`src/rtl/cpu_defs.sv`:
```
// Shared CPU definitions: opcodes, ring-counter T-state bit indices and the control word layout.
package cpu_defs;

  typedef enum logic [3:0] {
    OP_LDA = 4'h0,
    OP_ADD = 4'h1,
    OP_SUB = 4'h2,
    OP_STA = 4'h3,
    OP_LDI = 4'h4,
    OP_JMP = 4'h5,
    OP_JC  = 4'h6,
    OP_JZ  = 4'h7,
    OP_OUT = 4'hE,
    OP_HLT = 4'hF
  } opcode_e;

  localparam int unsigned T1 = 0;
  localparam int unsigned T2 = 1;
  localparam int unsigned T3 = 2;
  localparam int unsigned T4 = 3;
  localparam int unsigned T5 = 4;
  localparam int unsigned T6 = 5;

  typedef struct packed {
    logic pc_inc;
    logic pc_out;
    logic pc_ld;
    logic mar_ld;
    logic ram_rd;
    logic ram_wr;
    logic ir_ld;
    logic ir_out;
    logic a_ld;
    logic a_out;
    logic b_ld;
    logic alu_sub;
    logic alu_out;
    logic out_ld;
    logic flags_ld;
  } ctrl_word_t;

  function automatic logic is_onehot(input logic [5:0] s);
    return (s != '0) && ((s & (s - 6'd1)) == '0);
  endfunction

endpackage

```
`src/rtl/control_decoder.sv`:
```
// Pure microcode decode: T-state, opcode and flags to raw control word (no gating).
module control_decoder
  import cpu_defs::*;
(
  input  logic [5:0] state_i,
  input  logic [3:0] opcode_i,
  input  logic       zero_flag_i,
  input  logic       carry_flag_i,
  output ctrl_word_t cw_o,
  output logic       halt_req_o
);

  always_comb begin
    cw_o       = '0;
    halt_req_o = 1'b0;

    if (state_i[T1]) begin
      cw_o.pc_out = 1'b1;
      cw_o.mar_ld = 1'b1;
    end
    if (state_i[T2]) cw_o.pc_inc = 1'b1;
    if (state_i[T3]) begin
      cw_o.ram_rd = 1'b1;
      cw_o.ir_ld  = 1'b1;
    end

    if (state_i[T4]) begin
      case (opcode_i)
        OP_LDA, OP_ADD, OP_SUB, OP_STA: begin
          cw_o.ir_out = 1'b1;
          cw_o.mar_ld = 1'b1;
        end
        OP_LDI: begin
          cw_o.ir_out = 1'b1;
          cw_o.a_ld   = 1'b1;
        end
        OP_JMP: begin
          cw_o.ir_out = 1'b1;
          cw_o.pc_ld  = 1'b1;
        end
        OP_JC: begin
          cw_o.ir_out = carry_flag_i;
          cw_o.pc_ld  = carry_flag_i;
        end
        OP_JZ: begin
          cw_o.ir_out = zero_flag_i;
          cw_o.pc_ld  = zero_flag_i;
        end
        OP_OUT: begin
          cw_o.a_out  = 1'b1;
          cw_o.out_ld = 1'b1;
        end
        OP_HLT:  halt_req_o = 1'b1;
        default: ;
      endcase
    end

    if (state_i[T5]) begin
      case (opcode_i)
        OP_LDA: begin
          cw_o.ram_rd = 1'b1;
          cw_o.a_ld   = 1'b1;
        end
        OP_ADD, OP_SUB: begin
          cw_o.ram_rd = 1'b1;
          cw_o.b_ld   = 1'b1;
        end
        OP_STA: begin
          cw_o.a_out  = 1'b1;
          cw_o.ram_wr = 1'b1;
        end
        default: ;
      endcase
    end

    if (state_i[T6] && (opcode_i == OP_ADD || opcode_i == OP_SUB)) begin
      cw_o.alu_out  = 1'b1;
      cw_o.a_ld     = 1'b1;
      cw_o.flags_ld = 1'b1;
      cw_o.alu_sub  = (opcode_i == OP_SUB);
    end
  end

endmodule

```
`src/rtl/control_unit.sv`:
```
// Control unit: owns flags, halt/error latches and retired-instruction count; gates the decoded control word.
module control_unit
  import cpu_defs::*;
(
  input  logic       clk,
  input  logic       clr_n,
  input  logic [5:0] state,
  input  logic [3:0] opcode,
  input  logic       alu_zero,
  input  logic       alu_carry,
  output logic       pc_inc,
  output logic       pc_out,
  output logic       pc_ld,
  output logic       mar_ld,
  output logic       ram_rd,
  output logic       ram_wr,
  output logic       ir_ld,
  output logic       ir_out,
  output logic       a_ld,
  output logic       a_out,
  output logic       b_ld,
  output logic       alu_sub,
  output logic       alu_out,
  output logic       out_ld,
  output logic       flags_ld,
  output logic       halt,
  output logic       state_err,
  output logic       zero_flag,
  output logic       carry_flag,
  output logic [7:0] instr_cnt
);

  ctrl_word_t cw_raw, cw;
  logic       halt_req, valid, blocked;
  logic       zero_q, zero_d, carry_q, carry_d, halt_q, halt_d, err_q, err_d;
  logic [7:0] cnt_q, cnt_d;

  control_decoder u_decoder (
    .state_i      (state),
    .opcode_i     (opcode),
    .zero_flag_i  (zero_q),
    .carry_flag_i (carry_q),
    .cw_o         (cw_raw),
    .halt_req_o   (halt_req)
  );

  // An invalid state blocks the word in the same cycle, before err_q has latched it.
  always_comb begin
    valid   = is_onehot(state);
    blocked = halt_q | err_q | ~valid;
    cw      = blocked ? '0 : cw_raw;
    halt    = halt_q | (halt_req & valid & ~err_q);

    zero_d  = zero_q;
    carry_d = carry_q;
    if (cw.flags_ld) begin
      zero_d  = alu_zero;
      carry_d = alu_carry;
    end
    halt_d = halt;
    err_d  = err_q | ~valid;
    cnt_d  = cnt_q;
    if (state[T6] && !blocked) cnt_d = cnt_q + 8'd1;
  end

  always_ff @(posedge clk or negedge clr_n) begin
    if (!clr_n) begin
      zero_q  <= 1'b0;
      carry_q <= 1'b0;
      halt_q  <= 1'b0;
      err_q   <= 1'b0;
      cnt_q   <= '0;
    end else begin
      zero_q  <= zero_d;
      carry_q <= carry_d;
      halt_q  <= halt_d;
      err_q   <= err_d;
      cnt_q   <= cnt_d;
    end
  end

  assign pc_inc     = cw.pc_inc;
  assign pc_out     = cw.pc_out;
  assign pc_ld      = cw.pc_ld;
  assign mar_ld     = cw.mar_ld;
  assign ram_rd     = cw.ram_rd;
  assign ram_wr     = cw.ram_wr;
  assign ir_ld      = cw.ir_ld;
  assign ir_out     = cw.ir_out;
  assign a_ld       = cw.a_ld;
  assign a_out      = cw.a_out;
  assign b_ld       = cw.b_ld;
  assign alu_sub    = cw.alu_sub;
  assign alu_out    = cw.alu_out;
  assign out_ld     = cw.out_ld;
  assign flags_ld   = cw.flags_ld;
  assign state_err  = err_q;
  assign zero_flag  = zero_q;
  assign carry_flag = carry_q;
  assign instr_cnt  = cnt_q;

endmodule

```
`config.mk`:
```
export PLATFORM = sky130hd
export DESIGN_NAME = control_unit
export DESIGN_NICKNAME = d
export VERILOG_FILES = /design/src/rtl/cpu_defs.sv /design/src/rtl/control_decoder.sv /design/src/rtl/control_unit.sv
export SDC_FILE = /design/constraint.sdc
export NUM_CORES = 1
export LEC_CHECK = 0
export ABC_AREA = 1
export BUFFER_PORTS_ARGS = -buffer_cell sky130_fd_sc_hd__buf_2
export CORE_MARGIN = 10
export CORE_UTILIZATION = 35
export DETAILED_ROUTE_END_ITERATION = 7
export GPL_TIMING_DRIVEN = 0
export PLACE_DENSITY = 0.71
export SKIP_LAST_GASP = 1
export SYNTH_ARGS = -nofsm -noshare
export SYNTH_HDL_FRONTEND = slang
export SYNTH_SLANG_ARGS = --single-unit
```
`constraint.sdc`:
```
create_clock -name clk -period 3.2 [get_ports clk]
set_input_delay 0.16 -clock clk [delete_from_list [all_inputs] [get_ports clk]]
set_output_delay 0.16 -clock clk [all_outputs]
set_load 0.005 [all_outputs]
```
==> flow_summary.json, run 1 <==
{
  "grtUsageTotal_pct": 10.0,
  "sw_frac_of_total_pct": 24.7,
  "ys_types": 28,
  "finalHoldViolCount": 0,
  "syn_area_um2": 1020,
  "fillCellCount": 296,
  "layout-drive-gt1-share_pct": 31.5,
  "final_nets": 213,
  "finalMaxSlewViolations": 0,
  "multi_input_area_um2": 582,
  "critPathMaxFanout": 9,
  "syn-num-nets": 167,
  "antenna_left": 0,
  "post-cts-setup-buffers": 0,
  "hold_class": "primary input to flop",
  "fin_tns_setup_ps": 0,
  "synth_area_per_cell_um2": 6.68,
  "layout_commonest_cell": "nand2_1",
  "cts_buffers": 3,
  "die_w_um": 73.9,
  "cts.sinks": 12,
  "clk_latency_ps": 270,
  "status": "finished, final reports clean",
  "synthCells": 152,
  "drc_errors": 0,
  "boundaryPins": 41,
  "fin_crit_ps": 1650,
  "portBuffers": 40,
  "relSlewSlack_pct": 71.9,
  "clk_transition_reported_paths_ps": 70,
  "grt_pass1_vias": 1037,
  "yosysTopAreaCellShare_pct": 29.6,
  "fin_crit_sh_pct": 51.4,
  "routed_wl_mm": 2.69,
  "crit_path_end_kind": "output pin",
  "cts_root_buf": "clkbuf_4",
  "p_clk_share_pct": 38.2,
  "setup_violations": 0,
  "dr.pass1.iters": 4,
  "pwr-share-seq_pct": 48.5,
  "htree_levels": 1,
  "core_um2": 2760,
  "row_count": 19,
  "dpl.hpwl_mm": 2.19,
  "fmax_mhz": 608,
  "dieHeight_um": 73.9,
  "rsz0062_at_grt": "false",
  "wl_per_cell_um": 11.8,
  "regArea_um2": 300,
  "post-route-util_pct": 47.2,
  "cts.path.max_buffers": 2,
  "required_ps": 3040,
  "place_ws_ps": 1680,
  "place_congestion": 0.798,
  "path_class": "flop to output pin",
  "antennaDiodeCount": 0,
  "grt_pass1_wl_mm": 4.54,
  "comb_power_share_pct": 13.2,
  "p_int_uw": 235,
  "maxCapViolations": 0,
  "arrival_ps": 1490,
  "dieArea_um2": 5460,
  "final_cell_mix": "nand2_1, buf_2, inv_1",
  "skew_ps": 1.67,
  "route.vias.total": 1065,
  "ir_drop_v": 0.000251,
  "cellPowerDensity_nw_per_um2": 240,
  "synth_seq_area_share_pct": 29.6,
  "drtIter0Drc": 51,
  "setup_slack_ps": 1550,
  "tightest_slew_ps": 418,
  "power_uw": 312,
  "power_switching_uw": 77.1,
  "ys_top_cells_by_area": "dfrtp_1, nand2_1, inv_1",
  "grt_max_degree": 13,
  "antenna_found_initial": 0,
  "area_growth_syn_to_layout_pct": 28.1,
  "initial_core_util_pct": 36.8,
  "viasPerCell": 4.67,
  "cellLeakagePower_nw": 0.850,
  "synth-seq-cells": 12,
  "grt_remaining_overflow": 0,
  "worstSetupStartpointType": "flop",
  "yosysTopAreaCell": "dfrtp_1",
  "yosysWarnings": 0,
  "cts_tree": "yes"
}
## through the flow
step	area [µm²]	std cells	hold slack, ps
after floorplan	1020	152	-136
after global placement	1250	223	52.7
after detailed placement	1250	223	51.1
after CTS	1300	228	129
after global routing	1300	228	139
final	1300	228	130
## metal layers
| metal | vias to the layer above | track usage [%] | routed length [µm] |
|---|---|---|---|
| li1 | 570 | - | - |
| met1 | 465 | 11.8 | 1150 |
| met2 | 28 | 17.6 | 1370 |
| met3 | 2 | 3.10 | 139 |
| met4 | 0 | 1.24 | 21 |
| met5 | - | 0 | 0 |
## Yosys cell counts, drive strengths merged
cell    number
nor3         4
xor2         2
a21oi        2
or2          1
clkinv       1
ha           1
inv         26
dfrtp       12
o21bai       1
nand3b       1
nand2       50
buf          4
nor2        18
o21ai        2
nand4       15
nand3       11
xnor2        1
## timing repair
item | CTS | global route
endpoints found under the hold margin | 12 | 0
hold buffers | 1 | 0
resized for setup | 0 | 0
setup endpoints to repair | 0 | 0
## state kept, by name, summed over array words and instances, names as in the netlist
signal / flops
state_err: 1
instr_cnt: 8
halt_q: 1
zero_flag: 1
carry_flag: 1
## worst max-delay path, cell delays in order (launching register included)
cell,delay [ps]
dfrtp_1,370
inv_1,110
nand3_4,110
nor2_8,180
nand3_2,130
inv_1,100
buf_4,100
buf_2,100
## path summary, 6_finish.rpt
path	start	endpoint	slack [ps]	depth (start not counted)
setup / recovery	state_err	flags_ld	1550	7
hold / removal	alu_carry	carry_flag	130	3
setup reg to reg	instr_cnt[0]	instr_cnt[7]	2010	7
hold reg to reg	carry_flag	carry_flag	510	2
max in group asynchronous	clr_n	state_err	2690	2
min in group asynchronous	clr_n	instr_cnt[7]	300	2
## power by group through the flow
stage               clock network [mW]  logic, mW  registers [mW]
floorplan                            0     0.0225           0.155
global placement                     0     0.0401           0.155
detailed placement                   0     0.0404           0.155
CTS                              0.122     0.0415           0.151
global route                     0.130     0.0476           0.151
finish                           0.119     0.0412           0.151
## logic make-up after synthesis
| family | count (synthesis) | share of synthesized area [%] |
|---|---|---|
| AOI/OAI and AO/OA | 5 | 2.71 |
| xor gates and xnor gates | 3 | 2.59 |
| adders and majority gates | 1 | 1.23 |
| buffers and inverters | 31 | 13.2 |
| DFF | 12 | 29.6 |
| and+or+nand+nor | 100 | 50.7 |
## final cells by class
type / count / share of cell area [%]
multi-input cells: 109 / 44.7
plain buffers: 4 / 2.50
well taps: 31 / 2.98
repair buffers: 41 / 16.2
inverters: 27 / 7.79
clock buffers: 4 / 2.79
flip-flops and latches: 12 / 23.1
(Power assumes the default switching activity.)
==> run 2, diff against run 1 <==
--- a/config.mk
+++ b/config.mk
@@ -11,7 +11,7 @@
 export CORE_UTILIZATION = 35
 export DETAILED_ROUTE_END_ITERATION = 7
 export GPL_TIMING_DRIVEN = 0
-export PLACE_DENSITY = 0.71
+export PLACE_DENSITY = 0.73
 export SKIP_LAST_GASP = 1
 export SYNTH_ARGS = -nofsm -noshare
 export SYNTH_HDL_FRONTEND = slang
==> constraint.sdc (replaced) <==
create_clock -name clk -period 1.5 [get_ports clk]
set_input_delay 0.075 -clock clk [delete_from_list [all_inputs] [get_ports clk]]
set_output_delay 0.075 -clock clk [all_outputs]
set_load 0.005 [all_outputs]
==> flow_summary.json, run 2 (synthesis results as in run 1) <==
{
  "cellLeakagePower_nw": 0.900,
  "cellPowerDensity_nw_per_um2": 480,
  "grt_max_degree": 13,
  "cts_root_buf": "clkbuf_4",
  "dieArea_um2": 5460,
  "finalMaxSlewViolations": 0,
  "ir_drop_v": 0.000390,
  "hold_class": "primary input to flop",
  "crit_buf_inv": 3,
  "antenna_left": 0,
  "worstSetupStartpointType": "flop",
  "relSlewSlack_pct": 63.5,
  "status": "finished, final reports clean",
  "cts_buffers": 3,
  "dr.pass1.iters": 4,
  "fin_hold_ws_ps": 52.1,
  "required_ps": 1420,
  "slowest_stage": "dfrtp_1",
  "rrSetupSlack_ps": 190,
  "initial_core_util_pct": 36.8,
  "core_um2": 2760,
  "grt_remaining_overflow": 0,
  "drtIter0Drc": 65,
  "clk_transition_reported_paths_ps": 80,
  "grtUsageTotal_pct": 10.7,
  "skew_ps": 0.529,
  "viasPerCell": 4.69,
  "fillCellCount": 292,
  "cp_top_family": "simple AND/OR/NAND/NOR gates",
  "place_congestion": 0.859,
  "fin_crit_ps": 1470,
  "largest_reg_flops": 8,
  "placedCellCount": 223,
  "setup_violations": 0,
  "critical_path.max_stage_delay_ps": 390,
  "hp-start": "alu_zero",
  "rsz0062_at_grt": "true",
  "antenna_found_initial": 0,
  "crit_chain": "inv_2 > nand3_4 > nor2_8 > buf_8 > nand3_2 > nand2_2 > buf_6",
  "instances_no_fill": 237,
  "fmax_mhz": 681,
  "area_growth_syn_to_layout_pct": 38.9,
  "whs_path_depth": 3,
  "tightest_slew_ps": 544,
  "portBuffers": 40,
  "htree_levels": 1,
  "cts.path.max_buffers": 2,
  "row_count": 19,
  "maxCapViolations": 0,
  "wl_per_cell_um": 12.0,
  "die_w_um": 73.9,
  "min_to": "zero_flag",
  "finalHoldViolCount": 0,
  "critPathMaxFanout": 7,
  "fin_crit_sh_pct": 97.9,
  "cts.sinks": 12,
  "worst-r2r-cell-count": 8,
  "boundaryPins": 41,
  "rr_startpoint": "state_err",
  "grt_pass1_wl_mm": 4.81,
  "arrival_ps": 1390,
  "antennaDiodeCount": 0,
  "grt_pass1_vias": 1089,
  "crit_path_end_kind": "output pin",
  "dpl.hpwl_mm": 2.23,
  "routed_wl_mm": 2.84,
  "dieHeight_um": 73.9,
  "clk_latency_ps": 270,
  "path_class": "flop to output pin",
  "final_cell_mix": "nand2_1, buf_2, inv_1",
  "final_nets": 222,
  "layout-drive-gt1-share_pct": 37.9,
  "cts_tree": "yes",
  "layout_commonest_cell": "nand2_1",
  "drc_errors": 0,
  "route.vias.total": 1112,
  "place_ws_ps": 145,
  "setup_slack_ps": 31.4,
  "r2r-end": "instr_cnt[7]"
}
run 2: cell count changes in the layout (fill, tap and decap cells not counted):
cell	before	now
buf_4	1	9
buf_6	0	3
nand3_1	8	5
buf_2	42	40
inv_1	26	24
inv_2	0	2
nand3_2	2	4
clkinv_1	1	0
clkinv_2	0	1
nand2_1	45	44
nand2_2	3	4
nand3_4	1	2
run 2: per-stage QoR:
step / utilization [%] / instance area, µm² / TNS [ps] / power (mW)
final: 51.2 / 1410 / 0 / 0.677
after global routing: 51.2 / 1410 / -543 / 0.715
after CTS: 49.1 / 1360 / -53.0 / 0.687
after detailed placement: 45.5 / 1250 / 0 / 0.416
after global placement: 45.5 / 1250 / 0 / 0.415
after floorplan: - / 1020 / 0 / 0.378
run 2: layout make-up:
| type | count | area (µm²) | area share [%] |
|---|---|---|---|
| clock buffer | 4 | 36.3 | 2.57 |
| timing repair buffer | 51 | 302 | 21.4 |
| inverter | 27 | 103 | 7.27 |
| sequential | 12 | 300 | 21.3 |
| multi-input combinational | 109 | 607 | 43.0 |
| buffer | 3 | 25.0 | 1.77 |
| tap | 31 | 38.8 | 2.75 |
run 2: power breakdown:
group	switching [mW]	internal (mW)	total (mW)	leakage, nW
Clock	0.117	0.148	0.264	0.0210
Sequential	0	0.323	0.323	0.157
Combinational	0.0598	0.0303	0.0901	0.721
Total	0.176	0.501	0.677	0.900
run 2: worst max-delay path by stage:
stage | start | endpoint | slack (ps) | cells after the start
2_1_floorplan | state_err | flags_ld | 390 | 6
3_3_place_gp | state[1] | halt | 170 | 10
3_5_place_dp | state[2] | halt | 140 | 10
4_1_cts | state_err | b_ld | -30 | 7
5_1_grt | state_err | halt | -70 | 7
6_report | state_err | halt | 30 | 7
run 2: timing repair:
item | CTS | global route
endpoints found under the setup margin | 8 | 15
pin swaps | 2 | 3
setup buffers | 6 | 4
hold endpoints to repair | 12 | 0
gates resized for setup | 4 | 7
hold buffers | 1 | 0
cloned | 0 | 0
run 2: tightest hold or removal path: stages:
cell     delay, ps
buf_2           80
nand4_1         80
nand2_1         70
run 2: per-layer routing:
metal	track usage (%)	vias to the layer above	part of all wire (%)
li1	-	590	-
met1	12.2	497	43
met2	18.5	21	51
met3	3.10	4	4.9
met4	3.73	0	1.2
met5	0	-	0
==> run 3, diff against run 2 <==
--- a/config.mk
+++ b/config.mk
@@ -6,12 +6,12 @@
 export NUM_CORES = 1
 export LEC_CHECK = 0
 export ABC_AREA = 1
-export BUFFER_PORTS_ARGS = -buffer_cell sky130_fd_sc_hd__buf_2
 export CORE_MARGIN = 10
 export CORE_UTILIZATION = 35
 export DETAILED_ROUTE_END_ITERATION = 7
+export DONT_BUFFER_PORTS = 1
 export GPL_TIMING_DRIVEN = 0
-export PLACE_DENSITY = 0.73
+export PLACE_DENSITY = 0.61
 export SKIP_LAST_GASP = 1
 export SYNTH_ARGS = -nofsm -noshare
 export SYNTH_HDL_FRONTEND = slang
==> flow_summary.json, run 3 (synthesis results as in run 1) <==
{
  "fin_hold_ws_ps": 91.8,
  "clk_latency_ps": 270,
  "fin_tns_setup_ps": 0,
  "fin_area_um2": 1150,
  "maxCapViolations": 0,
  "drtIter0Drc": 45,
  "skew_ps": 2.47,
  "viasPerCell": 5.20,
  "layout_commonest_cell": "nand2_1",
  "grt_remaining_overflow": 0,
  "crit_buf_inv": 3,
  "rsz0062_at_grt": "true",
  "post-route-util_pct": 41.7,
  "rr_startpoint": "instr_cnt[0]",
  "worst-r2r-cell-count": 7,
  "place_congestion": 0.839,
  "dr.pass1.iters": 4,
  "multi_input_area_um2": 584,
  "route.vias.total": 1004,
  "dieArea_um2": 5460,
  "worstSetupStartpointType": "flop",
  "whs_path_depth": 4,
  "crit_path_end_kind": "output pin",
  "crit_chain": "inv_2 > nand3_4 > nor2_8 > nand3_2 > inv_2 > buf_4",
  "sw_frac_of_total_pct": 24.1,
  "die_w_um": 73.9,
  "clk_transition_reported_paths_ps": 80,
  "layout-drive-gt1-share_pct": 17.9,
  "wl_per_cell_um": 14.3,
  "cts.path.max_buffers": 2,
  "drc_errors": 0,
  "p_clk_share_pct": 39.7,
  "power_switching_uw": 157,
  "routed_wl_mm": 2.76,
  "row_count": 19,
  "status": "finished, final reports clean",
  "finalMaxSlewViolations": 0,
  "path_class": "flop to output pin",
  "setup_slack_ps": 71.2,
  "crit_top_cell": "inv_2",
  "grtUsageTotal_pct": 10.5,
  "antennaDiodeCount": 0,
  "fillCellCount": 303,
  "grt_pass1_vias": 1008,
  "boundaryPins": 41,
  "final_cell_mix": "nand2_1, inv_1, nor2_1",
  "cts_buffers": 3,
  "arrival_ps": 1350,
  "dieHeight_um": 73.9,
  "grt_pass1_wl_mm": 4.64,
  "cts.sinks": 12,
  "instances_no_fill": 193,
  "cts_tree": "yes",
  "placedCellCount": 183,
  "min_to": "carry_flag",
  "core_um2": 2760,
  "finalHoldViolCount": 0,
  "critical_path.max_stage_delay_ps": 410,
  "area_growth_syn_to_layout_pct": 13.2,
  "hp-start": "state[5]",
  "comb_power_share_pct": 10.6,
  "cp.depth": 6,
  "antenna_found_initial": 0,
  "power_uw": 650,
  "dpl.hpwl_mm": 2.21,
  "cellLeakagePower_nw": 0.671,
  "slowest_stage": "dfrtp_1",
  "initial_core_util_pct": 36.8,
  "ir_drop_v": 0.000450,
  "htree_levels": 1,
  "regArea_um2": 300,
  "fmax_mhz": 700,
  "cellPowerDensity_nw_per_um2": 565,
  "required_ps": 1420,
  "cts_root_buf": "clkbuf_4",
  "grt_max_degree": 13,
  "cp_top_family": "flip-flops",
  "antenna_left": 0,
  "pwr-share-seq_pct": 49.7,
  "place_ws_ps": 259,
  "fin_crit_sh_pct": 95.3,
  "setup_violations": 0,
  "tightest_slew_ps": 529,
  "r2r-end": "instr_cnt[7]",
  "fin_crit_ps": 1430,
  "hold_class": "primary input to flop",
  "critPathMaxFanout": 7,
  "rrSetupSlack_ps": 260,
  "relSlewSlack_pct": 64.6,
  "final_nets": 178,
  "largest_reg_flops": 8,
  "place_area_um2": 1050,
  "portBuffers": 0,
  "p_int_uw": 493
}
[run 3: changes by cell type in the layout (fill, tap and decap cells not counted), sizes merged]
cell | before | now
buf | 53 | 7
clkinvlp | 0 | 1
dlygate4sd3 | 1 | 3
clkinv | 1 | 0
[run 3: what timing repair did]
item,CTS,global route
pin swaps,1,1
hold buffers,3,0
resized for setup,3,1
hold endpoints to repair,14,0
buffers inserted,1,2
endpoints found under the setup margin,2,5
[run 3: worst max-delay path by stage]
stage	endpoint	slack, ps	start
floorplan	flags_ld	390	state_err
global placement	halt_q	270	state_err
detailed placement	instr_cnt[7]	260	instr_cnt[0]
CTS	halt	2	state_err
global route	flags_ld	-30	state_err
finish	flags_ld	70	state_err
[run 3: worst register-to-register path, stage by stage, from the launching register on]
cell and delay (ps):
dfrtp_1 490, inv_1 90, nor2_1 210, nand3_1 100, nand2_1 70, nand2_1 50
nand4_1 80, nand2_1 50
[run 3: cell type report]
| cell class | count | share of cell area [%] |
|---|---|---|
| Buffer | 4 | 2.83 |
| Tap cell | 31 | 3.37 |
| Multi-Input combinational cell | 109 | 50.8 |
| Sequential cell | 12 | 26.1 |
| Clock buffer | 4 | 3.16 |
| Timing Repair Buffer | 6 | 4.57 |
| Inverter | 27 | 9.14 |
[run 3: power by group through the flow]
stage | Clock [mW] | Combinational, mW | Sequential [mW]
after floorplan | 0 | 0.0480 | 0.330
after global placement | 0 | 0.0552 | 0.330
after detailed placement | 0 | 0.0566 | 0.330
after CTS | 0.263 | 0.0696 | 0.323
after global routing | 0.278 | 0.0779 | 0.323
final | 0.258 | 0.0687 | 0.323
[run 3: layer usage]
metal	routed length, µm	global-route usage, %	vias up
li1	-	-	499
met1	1070	10.9	462
met2	1310	17.8	39
met3	352	4.71	4
met4	32	4.76	0
met5	0	0	-
